--- src/rtl/conv_pool_bin_pkg.sv ---
// Shared constants and FSM encoding for the binarize + 2x2 max-pool stage
// that sits between conv and the next layer's window block.
package conv_pool_bin_pkg;

    localparam int DW    = 5;
    localparam int MAX_W = 26;

    // Layer geometry: square frames, state=0 selects L0, state=1 selects L1.
    localparam int L0_W = 26;
    localparam int L1_W = 8;

    typedef enum logic {
        ST_IDLE = 1'b0,
        ST_RUN  = 1'b1
    } fsm_state_t;

endpackage

--- src/rtl/conv_pool_bin_if.sv ---
// Stream bundle between conv (producer), this pooling stage and the next window block.
// Handshake: no ready in either direction; ivalid qualifies din/idone on each rising
// edge, and the consumer must accept dout on every cycle ovalid is high.
interface conv_pool_bin_if #(
    parameter int DW = 5
);
    import conv_pool_bin_pkg::*;

    logic                 state;
    logic signed [DW-1:0] din;
    logic                 ivalid;
    logic                 idone;
    logic signed [DW-1:0] thresh;
    logic                 dout;
    logic                 ovalid;
    logic                 odone;
    logic                 busy;
    logic                 err;
    fsm_state_t           dbg_state;

    modport slave (
        input  state, din, ivalid, idone, thresh,
        output dout, ovalid, odone, busy, err, dbg_state
    );

    modport master (
        output state, din, ivalid, idone, thresh,
        input  dout, ovalid, odone, busy, err, dbg_state
    );

endinterface

--- src/rtl/conv_pool_bin_pool_linebuf.sv ---
// One bit per pooling window column: holds the OR of the even-row pair
// until the odd row of the same window reads it back.
module pool_linebuf #(
    parameter int DEPTH = 13,
    parameter int AW    = 4
) (
    input  logic          clk,
    input  logic          rst_n,
    input  logic          we,
    input  logic [AW-1:0] waddr,
    input  logic          wdata,
    input  logic [AW-1:0] raddr,
    output logic          rdata
);

    logic [DEPTH-1:0] mem_q;
    logic [DEPTH-1:0] mem_d;

    always_comb begin
        mem_d = mem_q;
        if (we && (int'(waddr) < DEPTH)) begin
            mem_d[waddr] = wdata;
        end
    end

    always_comb begin
        rdata = 1'b0;
        if (int'(raddr) < DEPTH) begin
            rdata = mem_q[raddr];
        end
    end

    always_ff @(posedge clk or negedge rst_n) begin
        if (!rst_n) begin
            mem_q <= '0;
        end else begin
            mem_q <= mem_d;
        end
    end

endmodule

--- src/rtl/conv_pool_bin.sv ---
// Binarizes signed conv results against thresh and ORs each 2x2 stride-2 window,
// emitting one pooled bit per completed window one cycle after its last pixel.
module conv_pool_bin
    import conv_pool_bin_pkg::*;
#(
    parameter int DW    = conv_pool_bin_pkg::DW,
    parameter int MAX_W = conv_pool_bin_pkg::MAX_W
) (
    input logic            clk,
    input logic            rstn,
    conv_pool_bin_if.slave bus
);

    localparam int CNT_W = $clog2(MAX_W);
    localparam int LB_N  = MAX_W / 2;
    localparam int LB_AW = $clog2(LB_N);

    localparam logic [CNT_W-1:0] W_L0 = CNT_W'(L0_W);
    localparam logic [CNT_W-1:0] W_L1 = CNT_W'(L1_W);
    localparam logic [CNT_W-1:0] ONE  = CNT_W'(1);

    fsm_state_t       fsm_q, fsm_d;
    logic [CNT_W-1:0] w_q, w_d;
    logic [CNT_W-1:0] col_q, col_d;
    logic [CNT_W-1:0] row_q, row_d;
    logic             pend_q, pend_d;
    logic             pair_q, pair_d;
    logic             dout_q, dout_d;
    logic             ovalid_q, ovalid_d;
    logic             odone_q, odone_d;
    logic             busy_q, busy_d;
    logic             err_q, err_d;

    logic signed [DW-1:0] din_s;
    logic signed [DW-1:0] thr_s;
    logic                 start;
    logic [CNT_W-1:0]     w_eff;
    logic [CNT_W-1:0]     col_eff;
    logic [CNT_W-1:0]     row_eff;
    logic                 last_col;
    logic                 last_row;
    logic                 b;
    logic                 lb_we;
    logic                 lb_wdata;
    logic                 lb_rdata;
    logic [LB_AW-1:0]     lb_addr;

    assign din_s = bus.din;
    assign thr_s = bus.thresh;

    // A sample is pixel (0,0) either from IDLE or right after a frame that ran
    // past its last position without idone; geometry is re-latched in both cases.
    always_comb begin
        start    = (fsm_q == ST_IDLE) || pend_q;
        w_eff    = start ? (bus.state ? W_L1 : W_L0) : w_q;
        col_eff  = start ? '0 : col_q;
        row_eff  = start ? '0 : row_q;
        last_col = (col_eff == (w_eff - ONE));
        last_row = (row_eff == (w_eff - ONE));
        b        = (din_s >= thr_s);
    end

    assign lb_addr = LB_AW'(col_eff >> 1);

    always_comb begin
        fsm_d    = fsm_q;
        w_d      = w_q;
        col_d    = col_q;
        row_d    = row_q;
        pend_d   = pend_q;
        pair_d   = pair_q;
        dout_d   = dout_q;
        ovalid_d = 1'b0;
        odone_d  = 1'b0;
        busy_d   = busy_q;
        err_d    = err_q;
        lb_we    = 1'b0;
        lb_wdata = pair_q | b;

        if (bus.ivalid) begin
            case ({row_eff[0], col_eff[0]})
                2'b00:   pair_d = b;
                2'b01:   lb_we  = 1'b1;
                2'b10:   pair_d = b | lb_rdata;
                default: begin
                    dout_d   = pair_q | b;
                    ovalid_d = 1'b1;
                end
            endcase

            if (start) begin
                w_d = w_eff;
            end
            if (pend_q) begin
                err_d = 1'b1;
            end

            if (last_col && last_row) begin
                col_d  = '0;
                row_d  = '0;
                busy_d = 1'b1;
                if (bus.idone) begin
                    fsm_d   = ST_IDLE;
                    pend_d  = 1'b0;
                    odone_d = 1'b1;
                end else begin
                    fsm_d  = ST_RUN;
                    pend_d = 1'b1;
                end
            end else if (bus.idone) begin
                fsm_d  = ST_IDLE;
                col_d  = '0;
                row_d  = '0;
                pend_d = 1'b0;
                busy_d = 1'b0;
                err_d  = 1'b1;
            end else begin
                fsm_d  = ST_RUN;
                pend_d = 1'b0;
                busy_d = 1'b1;
                if (last_col) begin
                    col_d = '0;
                    row_d = row_eff + ONE;
                end else begin
                    col_d = col_eff + ONE;
                    row_d = row_eff;
                end
            end
        end else if (fsm_q == ST_IDLE) begin
            // busy is held through the odone cycle and drops here unless a new frame starts.
            busy_d = 1'b0;
        end
    end

    pool_linebuf #(
        .DEPTH(LB_N),
        .AW   (LB_AW)
    ) u_linebuf (
        .clk  (clk),
        .rst_n(rstn),
        .we   (lb_we),
        .waddr(lb_addr),
        .wdata(lb_wdata),
        .raddr(lb_addr),
        .rdata(lb_rdata)
    );

    always_ff @(posedge clk or negedge rstn) begin
        if (!rstn) begin
            fsm_q    <= ST_IDLE;
            w_q      <= '0;
            col_q    <= '0;
            row_q    <= '0;
            pend_q   <= 1'b0;
            pair_q   <= 1'b0;
            dout_q   <= 1'b0;
            ovalid_q <= 1'b0;
            odone_q  <= 1'b0;
            busy_q   <= 1'b0;
            err_q    <= 1'b0;
        end else begin
            fsm_q    <= fsm_d;
            w_q      <= w_d;
            col_q    <= col_d;
            row_q    <= row_d;
            pend_q   <= pend_d;
            pair_q   <= pair_d;
            dout_q   <= dout_d;
            ovalid_q <= ovalid_d;
            odone_q  <= odone_d;
            busy_q   <= busy_d;
            err_q    <= err_d;
        end
    end

    assign bus.dout      = dout_q;
    assign bus.ovalid    = ovalid_q;
    assign bus.odone     = odone_q;
    assign bus.busy      = busy_q;
    assign bus.err       = err_q;
    assign bus.dbg_state = fsm_q;

endmodule

--- src/flat_wrapper.sv ---
// flat-port wrapper written by rule: the top's interface ports become plain ports
module conv_pool_bin_flat import conv_pool_bin_pkg::*;
#(
    parameter int DW    = conv_pool_bin_pkg::DW,
    parameter int MAX_W = conv_pool_bin_pkg::MAX_W
)
  (clk, rstn, bus_state, bus_din, bus_ivalid, bus_idone, bus_thresh, bus_dout, bus_ovalid, bus_odone, bus_busy, bus_err, bus_dbg_state);
  conv_pool_bin_if #(.DW(DW)) bus_i ();
  input logic clk;
  input logic rstn;
  input wire logic [$bits(bus_i.state)-1:0] bus_state;
  input wire logic [$bits(bus_i.din)-1:0] bus_din;
  input wire logic [$bits(bus_i.ivalid)-1:0] bus_ivalid;
  input wire logic [$bits(bus_i.idone)-1:0] bus_idone;
  input wire logic [$bits(bus_i.thresh)-1:0] bus_thresh;
  output wire logic [$bits(bus_i.dout)-1:0] bus_dout;
  output wire logic [$bits(bus_i.ovalid)-1:0] bus_ovalid;
  output wire logic [$bits(bus_i.odone)-1:0] bus_odone;
  output wire logic [$bits(bus_i.busy)-1:0] bus_busy;
  output wire logic [$bits(bus_i.err)-1:0] bus_err;
  output wire logic [$bits(bus_i.dbg_state)-1:0] bus_dbg_state;
  assign bus_i.state = bus_state;
  assign bus_i.din = bus_din;
  assign bus_i.ivalid = bus_ivalid;
  assign bus_i.idone = bus_idone;
  assign bus_i.thresh = bus_thresh;
  assign bus_dout = bus_i.dout;
  assign bus_ovalid = bus_i.ovalid;
  assign bus_odone = bus_i.odone;
  assign bus_busy = bus_i.busy;
  assign bus_err = bus_i.err;
  assign bus_dbg_state = bus_i.dbg_state;
  conv_pool_bin #(.DW(DW), .MAX_W(MAX_W)) u_core (.clk(clk), .rstn(rstn), .bus(bus_i));
endmodule
--- config.mk ---
export PLATFORM = sky130hd
export DESIGN_NAME = conv_pool_bin_flat
export DESIGN_NICKNAME = d
export VERILOG_FILES = /design/src/rtl/conv_pool_bin_pkg.sv /design/src/rtl/conv_pool_bin_if.sv /design/src/rtl/conv_pool_bin_pool_linebuf.sv /design/src/rtl/conv_pool_bin.sv /design/src/flat_wrapper.sv
export SDC_FILE = /design/constraint.sdc
export NUM_CORES = 1
export LEC_CHECK = 0
export ABC_CLOCK_PERIOD_IN_PS = 3200
export CELL_PAD_IN_SITES_DETAIL_PLACEMENT = 1
export CELL_PAD_IN_SITES_GLOBAL_PLACEMENT = 1
export CORE_ASPECT_RATIO = 0.9
export CORE_MARGIN = 1
export CORE_UTILIZATION = 44
export DETAILED_ROUTE_END_ITERATION = 16
export PLACE_DENSITY = 0.86
export SYNTH_ARGS = -nofsm -noshare
export SYNTH_HDL_FRONTEND = slang
export SYNTH_SLANG_ARGS = --single-unit
--- constraint.sdc ---
create_clock -name clk -period 3.2 [get_ports clk]
set_input_delay 0.48 -clock clk [delete_from_list [all_inputs] [get_ports clk]]
set_output_delay 0.48 -clock clk [all_outputs]
set_load 0.01 [all_outputs]
==> impl_metrics.py <==
metrics = {
    "clock_tree": {
        "post_cts_resized": 0,
        "clockBufferDepth": 2,
        "h-tree-depth": 2,
        "cts.clk_slew.worst_paths_ns": 0.07,
        "cts.sinks": 36,
        "clock_latency_ns": 0.29,
        "numCtsBuffers": 5,
        "cts_tree": "built",
        "cts_hold_buf": 0,
        "root_buffer": "clkbuf_8",
        "cts_setup_buffers": 0,
    },
    "floorplanning": {
        "io_pins": 21,
        "die-width_um": 76.2,
        "core_area_um2": 4600,
        "rows": 23,
        "initial_core_util_pct": 47.3,
        "die_area_um2": 5240,
        "die_h_um": 68.8,
    },
    "timing": {
        "period_needed_ns": 2.70,
        "setup-tns-final_ns": 0,
        "setup_viol": 0,
        "grt_setup_unrepaired": "no",
        "timing.fmax_ghz": 0.370,
        "setup_ws_ns": 0.501,
        "fin_skew_ns": 0.00896,
        "finalHoldViolCount": 0,
        "max_slew.worst_pin.slew_ns": 0.821,
        "slew_headroom_pct": 45.3,
        "drv_slew": 0,
        "period_share_pct": 84.4,
    },
    "synthesis": {
        "syn_area_um2": 2180,
        "yosys.area.top_type_share_pct": 41.3,
        "async_flop_share_pct": 100,
        "synth_nets": 244,
        "synth-edff-count": 0,
        "yosysTopAreaCell": "dfrtp_1",
        "synthCells": 221,
        "synth_seq_cells": 36,
        "ys.flop_type": "dfrtp_1",
        "yosysWarnings": 0,
        "yosysUniqueCellTypes": 48,
        "seq_area_frac_synth_pct": 41.3,
        "synth_area_leaders": "dfrtp_1 41%, mux2_2 6.7%, ha_1 4.6%, xnor3_1 4.1%, inv_1 3.8%",
        "syn_avg_cell_area_um2": 9.86,
    },
    "finish": {
        "layout_common_cells": "36 x dfrtp_1, 22 x inv_1, 19 x nand2_1, 19 x clkdlybuf4s50_1, 13 x mux2_2",
        "final_common_cell": "dfrtp_1",
        "num_antenna_cells": 0,
        "drive_above_1_share_pct": 11.6,
        "fin_cells": 304,
        "nets": 265,
        "area_growth_pct": 15.3,
        "fin_util_pct": 54.6,
    },
    "drt": {
        "dr.pass1.iters": 4,
        "routed_wl_um": 5130,
        "routedWlPerCell_um": 16.9,
        "drt_iter0_drc": 69,
        "vias": 1717,
        "viasPerCell": 5.65,
        "drc": 0,
        "drtAntennaViolNets": 0,
    },
    "global_route": {
        "grt_pass1_vias": 1817,
        "grtUsageTotal_pct": 22.3,
        "antenna_found_initial": 0,
        "grt_max_degree": 37,
        "grt_overflow": 0,
        "grt_pass1_wl_um": 8810,
    },
    "critical_path": {
        "path_max_fanout": 6,
        "critPathArrivalTime_ns": 2.86,
        "cp-start-kind": "input port",
        "worstPathRequired_ns": 3.36,
        "worst_setup_path_end_kind": "flop",
        "setup.worst_path.class": "in -> reg",
    },
    "placed_design": {
        "port_buffers": 20,
        "finalWeightedCongestion": 0.819,
        "placed_cells": 297,
        "pre_cts_ws_ns": 0.228,
        "dp_hpwl_um": 3830,
    },
    "power_and_ir_drop": {
        "p_total_mw": 0.981,
        "comb_power_share_pct": 18.3,
        "p_sw_share_pct": 27.1,
        "power.share.sequential_pct": 51.0,
        "powerDensity_nw_per_um2": 390,
        "internal-power_mw": 0.715,
        "pwr-share-clk_pct": 30.7,
        "p_switching_mw": 0.266,
        "ir_drop_mv": 0.258,
        "p_leak_nw": 1.09,
    },
    "flow_run": {
        "drv_cap": 0,
    },
    "run_status": {
        "outcome": "finished clean",
    },
    "min_path": {
        "hold_path.class": "in -> async",
    },
}
==> synth_stat cells, types with 6 or more instances <==
cell type  count
nand3_1        6
nor2_1         8
nor3_1        10
ha_1           8
inv_1         22
nand2_1       19
nand4_1       11
mux2_2        13
dfrtp_1       36
a21oi_1        6
xnor2_1        7
o21ai_0        7
clkbuf_1       7
==> power by group through the flow <==
stage	Sequential (mW)	Combinational [mW]	Clock [mW]
final	0.501	0.179	0.301
after global routing	0.504	0.199	0.326
after CTS	0.500	0.182	0.315
after detailed placement	0.509	0.181	0
after global placement	0.507	0.174	0
after floorplan	0.501	0.120	0
==> sequential cells by signal, indices dropped and copies added, names as in the netlist <==
| name | flops |
|---|---|
| u_core.u_linebuf.mem_q | 13 |
| u_core.pend_q | 1 |
| u_core.bus.busy | 1 |
| u_core.w_q | 5 |
| u_core.bus.dout | 1 |
| u_core.bus.odone | 1 |
| u_core.col_q | 5 |
| u_core.row_q | 5 |
| u_core.pair_q | 1 |
| u_core.bus.ovalid | 1 |
| u_core.bus.err | 1 |
| u_core.bus.dbg_state | 1 |
==> critical path, stage by stage <==
cell and delay [ns]:
clkdlybuf4s50_1 0.50, nand2_1 0.05, o21ai_0 0.09, ha_1 0.25, xor3_1 0.44, nor4_2 0.18, nand3_1 0.23, or2_1 0.33
a221o_1 0.31
==> cell families (layout without fill, tap and decap cells) <==
| logic type | count (synthesis) | in the layout | synth area share [%] |
|---|---|---|---|
| DFF | 36 | 36 | 41.3 |
| AOI/OAI and AO/OA | 41 | 41 | 13.0 |
| adders and majority gates | 8 | 8 | 4.59 |
| and+or+nand+nor | 75 | 75 | 18.5 |
| xor gates and xnor gates | 12 | 12 | 8.04 |
| buffers and inverters | 32 | 53 | 5.91 |
| muxes | 17 | 17 | 8.61 |
==> per-stage QoR <==
stage	hold WS [ns]	cell area, µm²
floorplan	0.184	2180
global placement	0.483	2440
detailed placement	0.482	2440
CTS	0.308	2510
global route	0.361	2510
finish	0.289	2510
==> worst paths after layout <==
path	start	to	slack, ns	depth (start not counted)
max	bus_state	u_core.bus.err	0.50	9
min	rstn	u_core.u_linebuf.mem_q[1]	0.29	1
max reg2reg	u_core.pend_q	u_core.bus.err	0.51	8
min reg2reg	u_core.bus.err	u_core.bus.err	0.50	1
max in group asynchronous	rstn	u_core.row_q[2]	2.39	1
min in group clk	u_core.bus.err	u_core.bus.err	0.50	1
==> routing by layer <==
layer / vias up / GRT usage [%] / part of all wire [%]
li1: 829 / - / -
met1: 854 / 29.2 / 49
met2: 30 / 37.7 / 46
met3: 4 / 4.21 / 3.4
met4: 0 / 7.93 / 1.0
met5: - / 0 / 0
==> area by class of cell <==
cell class	count	area, µm²
clock buffers	6	72.6
multi-input cells	153	1150
fillers	525	2090
flip-flops and latches	36	901
repair buffers	24	225
inverters	22	82.6
clock inverters	1	5.00
well taps	62	77.6
Note: power is estimated with default switching activity, not from simulation.
